==> src/rtl/int_pkg.sv <==
// Shared types and constants for the interrupt sequencer.
// Holds FSM state encoding, source indices and vector addresses.
package int_pkg;

    typedef enum logic {
        IDLE = 1'b0,
        REQ  = 1'b1
    } state_t;

    localparam logic [2:0] SRC_INT0 = 3'd0;
    localparam logic [2:0] SRC_T0   = 3'd1;
    localparam logic [2:0] SRC_INT1 = 3'd2;
    localparam logic [2:0] SRC_T1   = 3'd3;
    localparam logic [2:0] SRC_SER  = 3'd4;

    localparam logic [15:0] VEC_INT0 = 16'h0003;
    localparam logic [15:0] VEC_T0   = 16'h000B;
    localparam logic [15:0] VEC_INT1 = 16'h0013;
    localparam logic [15:0] VEC_T1   = 16'h001B;
    localparam logic [15:0] VEC_SER  = 16'h0023;

    function automatic logic [15:0] vec_of(input logic [2:0] src);
        logic [15:0] v;
        v = 16'h0000;
        unique case (src)
            SRC_INT0: v = VEC_INT0;
            SRC_T0:   v = VEC_T0;
            SRC_INT1: v = VEC_INT1;
            SRC_T1:   v = VEC_T1;
            SRC_SER:  v = VEC_SER;
            default:  v = 16'h0000;
        endcase
        return v;
    endfunction

endpackage

==> src/rtl/int_isr_stack.sv <==
// Two-level in-service tracker for the interrupt sequencer.
// RETI retires the highest active level before an ack adds its level.
module int_isr_stack
    import int_pkg::*;
(
    input  logic       clk,
    input  logic       rst_n,
    input  logic       push,
    input  logic       push_lvl,
    input  logic       reti,
    output logic [1:0] in_service
);

    logic [1:0] ins_nxt;

    always_comb begin
        ins_nxt = in_service;
        if (reti) begin
            if (ins_nxt[1]) begin
                ins_nxt[1] = 1'b0;
            end else begin
                ins_nxt[0] = 1'b0;
            end
        end
        if (push) begin
            ins_nxt[push_lvl] = 1'b1;
        end
    end

    always_ff @(posedge clk or negedge rst_n) begin
        if (!rst_n) begin
            in_service <= 2'b00;
        end else begin
            in_service <= ins_nxt;
        end
    end

endmodule

==> src/rtl/int_sequencer.sv <==
// 8051-style interrupt sequencer: polls the arbiter winner at
// instruction boundaries, requests an LCALL and tracks nesting.
module int_sequencer
    import int_pkg::*;
(
    input  logic        clk,
    input  logic        rst_n,
    input  logic [4:0]  int_early,
    input  logic [4:0]  ip,
    input  logic        instr_boundary,
    input  logic        ack,
    input  logic        reti,
    output logic        int_req,
    output logic [15:0] int_vector,
    output logic [3:0]  clr_flag,
    output logic [1:0]  in_service
);

    state_t     state;
    state_t     state_nxt;
    logic [2:0] src_idx;
    logic       src_lvl;
    logic [2:0] src_q;
    logic       lvl_q;
    logic       level_ok;
    logic       accept;
    logic       take;
    logic [3:0] clr_nxt;

    always_comb begin
        src_idx = SRC_INT0;
        unique case (1'b1)
            int_early[0]: src_idx = SRC_INT0;
            int_early[1]: src_idx = SRC_T0;
            int_early[2]: src_idx = SRC_INT1;
            int_early[3]: src_idx = SRC_T1;
            int_early[4]: src_idx = SRC_SER;
            default:      src_idx = SRC_INT0;
        endcase
    end

    assign src_lvl  = |(int_early & ip);
    assign level_ok = src_lvl ? !in_service[1]
                              : (in_service == 2'b00);

    // No vectoring in the RETI cycle: one more instruction must run.
    assign accept = (state == IDLE) && instr_boundary
                 && (|int_early) && !reti && level_ok;

    always_comb begin
        state_nxt = state;
        take      = 1'b0;
        clr_nxt   = 4'b0000;
        unique case (state)
            IDLE: begin
                if (accept) begin
                    state_nxt = REQ;
                end
            end
            REQ: begin
                if (ack) begin
                    state_nxt = IDLE;
                    take      = 1'b1;
                    if (src_q != SRC_SER) begin
                        clr_nxt[src_q[1:0]] = 1'b1;
                    end
                end
            end
            default: state_nxt = IDLE;
        endcase
    end

    always_ff @(posedge clk or negedge rst_n) begin
        if (!rst_n) begin
            state    <= IDLE;
            src_q    <= 3'd0;
            lvl_q    <= 1'b0;
            clr_flag <= 4'b0000;
        end else begin
            state    <= state_nxt;
            clr_flag <= clr_nxt;
            if (accept) begin
                src_q <= src_idx;
                lvl_q <= src_lvl;
            end
        end
    end

    assign int_req    = (state == REQ);
    assign int_vector = int_req ? vec_of(src_q) : 16'h0000;

    int_isr_stack u_isr (
        .clk        (clk),
        .rst_n      (rst_n),
        .push       (take),
        .push_lvl   (lvl_q),
        .reti       (reti),
        .in_service (in_service)
    );

endmodule

==> config.mk <==
export PLATFORM = sky130hd
export DESIGN_NAME = int_sequencer
export DESIGN_NICKNAME = d
export VERILOG_FILES = /design/src/rtl/int_pkg.sv /design/src/rtl/int_isr_stack.sv /design/src/rtl/int_sequencer.sv
export SDC_FILE = /design/constraint.sdc
export NUM_CORES = 1
export LEC_CHECK = 0
export ABC_CLOCK_PERIOD_IN_PS = 2650
export CAP_MARGIN = 20
export CORE_MARGIN = 2
export CORE_UTILIZATION = 38
export CTS_CLUSTER_DIAMETER = 200
export DETAILED_ROUTE_END_ITERATION = 6
export HOLD_SLACK_MARGIN = 0.12
export PLACE_DENSITY = 0.9
export SYNTH_ARGS = -nofsm -noshare
export SYNTH_HDL_FRONTEND = slang
export SYNTH_SLANG_ARGS = --single-unit
==> constraint.sdc <==
create_clock -name clk -period 2.65 [get_ports clk]
set_clock_uncertainty 0.1 [all_clocks]
set_input_delay 0.265 -clock clk [delete_from_list [all_inputs] [get_ports clk]]
set_output_delay 0.265 -clock clk [all_outputs]
set_load 0.02 [all_outputs]
### Yosys cells after proc, flatten, opt, wreduce, memory -nomap -nowiden

Cells that the tools add are included.

| operators by class | value |
|---|---|
| magnitude comparators | 4 |
| add/subtract/negate cells | 0 |
| div/mod/pow operators | 0 |
| mux-type cells | 19 |
| $mul | 0 |
| eq/ne operators | 5 |
| bitwise operators | 3 |
| shift-type cells | 0 |
| reduce and logical (&&, ||, !) cells | 12 |

Operators by type and width:

| operator | number |
|---|---|
| 6-bit case mux with 5 select lines | 1 |
| 16-bit 2-to-1 mux | 1 |
| 4-bit 2-to-1 mux | 3 |
| 3-bit case mux with 4 select lines | 1 |
| 5-bit OR reduction | 2 |
| 1-bit 2-to-1 mux | 8 |
| 3-bit by 2-bit == test with 1-bit output, second input constant | 2 |
| 1-bit logical AND | 6 |
| 5-bit bitwise AND | 1 |
| 2-bit 2-to-1 mux | 2 |
| 3-bit by 1-bit == test with 1-bit output, second input constant | 1 |
| 3-bit == test, second input constant | 1 |
| 3-bit zero test | 1 |
| 2-bit by 3-bit < comparator with 1-bit output, second input constant | 1 |
| 3-bit inequality test, second input constant | 1 |
| 1-bit demux with 2-bit select | 1 |
| 2-bit by 1-bit >= comparator with 1-bit output, second input constant | 1 |
| 1-bit zero test | 2 |
| 2-bit zero test | 1 |
| 1-bit by 2-bit < comparator with 1-bit output, second input constant | 1 |
| 2-bit OR | 1 |
| 1-bit case mux with 2 select lines | 1 |
| 1-bit demux with 1-bit select | 1 |
| 1-bit >= comparator, second input constant | 1 |
| 1-bit inverter | 1 |

| storage, ports and cells | value |
|---|---|
| word-level logic and storage cells | 48 |
| RAM bits | 0 |
| bits in read-only memories | 0 |
| input port bits | 15 |
| bits in latches | 0 |
| memories | 0 |
| register bits | 11 |

### Logic depth before layout (Yosys ltp)

| depth | value |
|---|---|
| depth after elaboration | 7 |
| depth in mapped cells | 4 |
| gate-level depth less buffers | 4 |

### Hierarchy

From an unflattened synthesis, not the netlist that was laid out.

| unflattened totals | value |
|---|---|
| cell total of the unflattened synthesis | 60 |
| area total of the unflattened synthesis | 620.6 um^2 |

Modules (own cells, without submodules):

| module | cells each | seq. area each (um^2) | times used | area an instance (um^2) |
|---|---|---|---|---|
| int_sequencer | 52 | 225.2 | 1 | 539.3 |
| int_isr_stack | 8 | 50.0 | 1 | 81.3 |

### Worst setup path after synthesis

No wires, ideal clock.

| path | value |
|---|---|
| path kind | reg-to-reg |
| start point | register state (netlist: int_req) |
| end point | register src_q[0] |
| setup time | 0.125 ns |
| stages on the path, launching flop included | 5 |
| data arrival time | 1.423 ns |
| setup slack | 1.002 ns |
| cells stage by stage | dfrtp_1 nor4b_4 o41ai_2 a21o_4 mux2_4 |

| on the way | value |
|---|---|
| cells in the longest elaborated chain, start to end | 5 |

Ends and longest elaborated chain:

| what | RTL line | source |
|---|---|---|
| from (decl) | int_sequencer.sv:19 | `state_t state;` |
| from (signal assigned) | int_sequencer.sv:80 | `state <= state_nxt;` |
| 1-bit inverter | -- |  |
| 1-bit logical AND | int_sequencer.sv:47 | `assign accept = (state == IDLE) && instr_boundary` |
| 1-bit logical AND (3 in a row) | int_sequencer.sv:48 | `&& (\|int_early) && !reti && level_ok;` |
| to (signal assigned) | int_sequencer.sv:83 | `src_q <= src_idx;` |
| to (decl) | int_sequencer.sv:23 | `logic [2:0] src_q;` |

No other way between the ends.
A chain may end at the register's enable or synchronous reset.

### Worst setup path in the final report

| path | value |
|---|---|
| start point | register state (netlist: int_req) |
| end point | output int_vector[3] |

| on the way | value |
|---|---|
| cells in the longest elaborated chain, start to end | 1 |

Ends and longest elaborated chain:

| what | RTL line | source |
|---|---|---|
| 16-bit 2-to-1 mux | int_sequencer.sv:90 | `assign int_vector = int_req ? vec_of(src_q) : 16'h0000;` |
| to (decl) | int_sequencer.sv:14 | `output logic [15:0] int_vector,` |

No other way between the ends.

==> impl_metrics.yaml <==
cts:
  cts_tree: "done"
  cts_buffers: 3
  clkTransAtPathRegs_ps: 60
  htree_levels: 1
  clock_path_buffers: 2
  cts_setup_buffers: 0
  clockRootBuffer: "clkbuf_4"
  cts_resized: 0
  cts_sinks: 11
  clk_latency_ps: 270
  cts.hold.buffers_added: 0
power_and_ir_drop:
  ir_drop_mv: 0.267
  power_density_nw_per_um2: 678
  p_leak_nw: 0.398
sta:
  fmax_mhz: 467
  finalSetupViolCount: 0
  drv_slew: 0
  worst_slack_ps: 508
  finalHoldViolCount: 0
  setup_tns_ps: 0
  grt_setup_unrepaired: "false"
  finalCritPeriodShare_pct: 80.8
  holdWs_ps: 208
  min_period_ps: 2140
routing:
  wl_mm: 1.26
  viasPerCell: 4.94
  ant_nets: 0
  vias: 504
  dr.pass1.iters: 4
  wl_per_cell_um: 12.4
  drtIter0Drc: 7
  drc: 0
synthesis:
  syn-cell-area_um2: 608
  async_flop_share_pct: 100
  yosysTopAreaCell: "dfrtp_1"
  netlist_instances: 58
  synth_flop_cell: "dfrtp_1"
  synth_warnings: 0
  netlist.area_leader.share_pct: 45.3
  seq_area_frac_synth_pct: 45.3
  syn-mean-instance-area_um2: 10.5
  synth_cell_types: 21
  synth_seq_cells: 11
  synth_edf_count: 0
  synth_area_leaders: "dfrtp_1 (45%), buf_4 (15%), mux2_4 (4.9%)"
place:
  postPlaceCellArea_um2: 836
  port_buffers: 26
  dp_hpwl_mm: 1.05
  post-place-ws_ps: 658
  place_congestion: 0.699
global_route:
  antenna_found_initial: 0
  grt.overflow.total: 0
  grt_pass1_vias: 487
  grt_pass1_wl_mm: 2.10
  track_usage_pct: 15.1
  grt_max_degree: 12
critical_path:
  end_kind: "primary output"
  worstReg2RegStart: "int_req$_DFF_PN0_"
  crit_arrival_ps: 1780
  cp.required_ps: 2290
  rrSetupSlack_ps: 950
  path_class: "flip-flop to primary output"
  start_kind: "flip-flop"
  cp_max_fo: 7
  startpoint: "int_req$_DFF_PN0_"
floorplan:
  die_area_um2: 1940
  initial_core_util_pct: 40.4
  io_pins: 38
  die_x_um: 44
  placementRows: 14
  core_um2: 1510
  die_h_um: 44
final_layout:
  fillers: 139
  area_growth_pct: 41.8
  seq_area_um2: 275
  n_antenna_cell: 0
  layout-drive-gt1-share_pct: 10.5
  final_nets: 102
  final_cell_area_um2: 862
  multi_input_area_um2: 269
  final_cell_mix: "clkdlybuf4s50_1 (26), conb_1 (11), dfrtp_1 (11)"
  final_common_cell: "clkdlybuf4s50_1"
min_path:
  hold_class: "input pin to asynchronous set/reset pin"
run_status:
  status: "completed"
job:
  cap_violations: 0
## cell families after synthesis
group | share of synthesized area, %
buffers and inverters | 16.7
and+or+nand+nor | 18.3
other | 0.617
AOI/OAI and AO/OA | 12.6
DFF | 45.3
muxes | 6.58
## report_power, final
part | switching (mW) | internal (mW) | leakage [nW]
Clock | 0.0527 | 0.0583 | 0.0150
Combinational | 0.111 | 0.114 | 0.244
Sequential | 0.0421 | 0.207 | 0.139
Total | 0.206 | 0.379 | 0.398
## area by class of cell
cell class / count / share of cell area [%]
clock buffers: 4 / 3.05
flip-flops and latches: 11 / 31.9
inverters: 3 / 1.31
repair buffers: 26 / 30.2
multi-input cells: 42 / 31.2
well taps: 16 / 2.32
## critical path, stage by stage (launching register included)
cell and delay, ps:
dfrtp_1 490, inv_1 150, nor2_1 140, and2_1 140, clkdlybuf4s50_1 600
## routing by layer
layer	track usage, %	wire (µm)
met1	15.2	473
met2	27.4	624
met3	6.25	141
met4	5.45	22
met5	0	0
## cells in the mapped netlist, types with 2 or more instances
| cell type | count |
|---|---|
| buf_4 | 12 |
| dfrtp_1 | 11 |
| nor2_1 | 6 |
| o21ai_0 | 5 |
| inv_1 | 3 |
| nand2_1 | 3 |
| and3_1 | 2 |
| mux2_4 | 2 |
| nor3_1 | 2 |
## sequential cells by signal, summed over array words and instances, names as in the netlist
signal / count
clr_flag: 4
src_q: 3
u_isr.in_service: 2
int_req: 1
lvl_q: 1
## worst paths after layout
path	end	depth (start not counted)
worst max-delay path	int_vector[3]	4
worst max register to register	src_q[2]$_DFFE_PN0P_	4
min in group clk	clr_flag[1]$_DFF_PN0_	1
max in group asynchronous	lvl_q$_DFFE_PN0P_	1
worst min register to register	clr_flag[1]$_DFF_PN0_	1
worst min-delay path	clr_flag[1]$_DFF_PN0_	1
## per-stage QoR
stage          cells  total power [mW]  util [%]
5_1_grt          102             0.617      57.2
6_report         102             0.585      57.2
4_1_cts          102             0.587      57.2
3_3_place_gp      98             0.468      55.5
2_1_floorplan     68             0.388         -
3_5_place_dp      98             0.478      55.5
Power figures use the tool's default switching activity.
==> variant, RTL diff (same flow settings) <==
Reset style: synchronous (`rst_n`), changed in 2 clocked blocks.
--- a/src/rtl/int_isr_stack.sv
+++ b/src/rtl/int_isr_stack.sv
@@ -27,7 +27,7 @@
         end
     end
 
-    always_ff @(posedge clk or negedge rst_n) begin
+    always_ff @(posedge clk) begin
         if (!rst_n) begin
             in_service <= 2'b00;
         end else begin
--- a/src/rtl/int_sequencer.sv
+++ b/src/rtl/int_sequencer.sv
@@ -70,7 +70,7 @@
         endcase
     end
 
-    always_ff @(posedge clk or negedge rst_n) begin
+    always_ff @(posedge clk) begin
         if (!rst_n) begin
             state    <= IDLE;
             src_q    <= 3'd0;
Behaviour: differs if rst_n is asserted again (counterexample within 4 cycles, from zero or initial values and one cycle with rst_n low); with rst_n held inactive, the same outputs for 10 cycles.
==> variant against the original RTL <==
  * Worst setup slack improved by 0.18 ns
  * Register-to-register slack improved by 0.19 ns
  * Die area fell by 5.4%
  * Largest cell class is now multi-input gates
  * Fmax is 9.0% higher
  * Sequential cell count did not move
  * Critical path depth fell by 1
  * Core utilization grew 3.6 points
  * Routed wire length fell by 3.4%
  * Area after synthesis shrank 6.0%
  * Via count up 3.6%
  * Final area is 4.8% lower
Power is not compared: it rests on default switching activity, and its combinational part moved more than twofold at a synthesized area within 25%.
==> variant: results (changes against the original RTL) <==
- Status: finished, final reports clean
- Worst Path Arrival: 1.60 ns (-0.18 ns)
- Fraction of layout cells with a size suffix above 1: 6.593% (-3.9 points)
- Synth Instances: 64 (+10%)
- Total Routing Usage GR: 15.56% (+0.50 points)
- GPL Wtd Cong: 0.7902 (+13%)
- CP startpoint: src_q[0]$_SDFFE_PN0P_
- Final net count: 107 (+4.9%)
- Fin cells: 106 (+3.9%)
- Comb pwr: 0.0732 mW
- Power, Total: 0.3623 mW
- Initial DRC count: 16 (+9)
- Adder-Cell Fraction of Synth Area: 0% (unchanged)
- Vias per Instance: 4.925 (-0.34%)
- Clock Pin Slew Worst Setup and Hold Paths: 0.07 ns
- Main synth FF type: dfxtp_1
- VDD IR max: 0.2441 mV
- Netlist cell types: 28 (+33%)
- WHS Path Cells: 1
- Worst reg2reg startpoint: int_req$_SDFF_PN0_
- Metal3 WL: 126 um (-11%)
- Met2 WL: 632 um (+1.3%)
- Met2 Usage GRT: 28.79% (+1.4 points)
- Layout fillers: 135 (-2.9%)
- Largest net degree at the start of global routing: 13 (+1)
- Placed Cells: 102 (+4.1%)
- Met1 wire length: 453 um (-4.2%)
- Met3 usage: 4.255% (-2.0 points)
- Critical path endpoint: int_vector[1]
- Avg WL per Cell: 11.50 um (-7.1%)
- R2R Setup Slk: 1.14 ns (+0.19 ns)
- Global Route met1 Usage: 14.91% (-0.27 points)
- Post-synth top cells: buf_4, dfxtp_1, nand2_1
- Worst reg2reg endpoint: src_q[1]$_SDFFE_PN0P_
- Seq/Total Area, Yosys: 38.51% (-6.8 points)
- Synth top area cells: dfxtp_1, buf_4, mux2i_1
- Critical path peak fanout: 8 (+1)
- Vias in the first global route: 503 (+3.3%)
- Biggest regs: clr_flag x4, src_q x3, u_isr.in_service x2
- Synth Area in Compound Gates: 14.88% (+2.3 points)
- First-pass GRT wire length: 2090 um (-0.67%)
- Post-synth ARST share: 0% (-100 points)
- Multiplexer area fraction after synthesis: 5.252% (-1.3 points)
- Worst Hold Class: flip-flop to flip-flop
- Port Buffers: 26 (unchanged)
- H-tree depth: 1 (unchanged)
[variant: cell types whose count changed in the layout (fill, tap and decap cells not counted), moves of 2 or more]
cell     delta
inv_1       -2
dfxtp_1    +11
mux2_4      -2
nor2_1      -5
and3b_1     +2
dfrtp_1    -11
nand2_1     +5
mux2i_1     +2
[variant: metrics by stage]
stage	util (%)	instance area (um2)	hold WS [ns]	setup slack (ns)
6_report	60.80	820.8	0.3677	0.6840
5_1_grt	60.80	820.8	0.3943	0.5798
4_1_cts	60.80	820.8	0.3671	0.6607
3_5_place_dp	58.85	794.5	0.3568	0.7124
3_3_place_gp	58.85	794.5	0.3520	0.7557
2_1_floorplan	-	609.3	0.3071	1.218
[variant: area by class of cell]
class / instances / area, um2 / area share [%]
Clock buffer: 4 / 26.28 / 3.201
Inverter: 1 / 3.754 / 0.4573
Multi-Input combinational cell: 49 / 291.5 / 35.52
Sequential cell: 11 / 220.2 / 26.83
Tap cell: 15 / 18.77 / 2.287
Timing Repair Buffer: 26 / 260.3 / 31.71
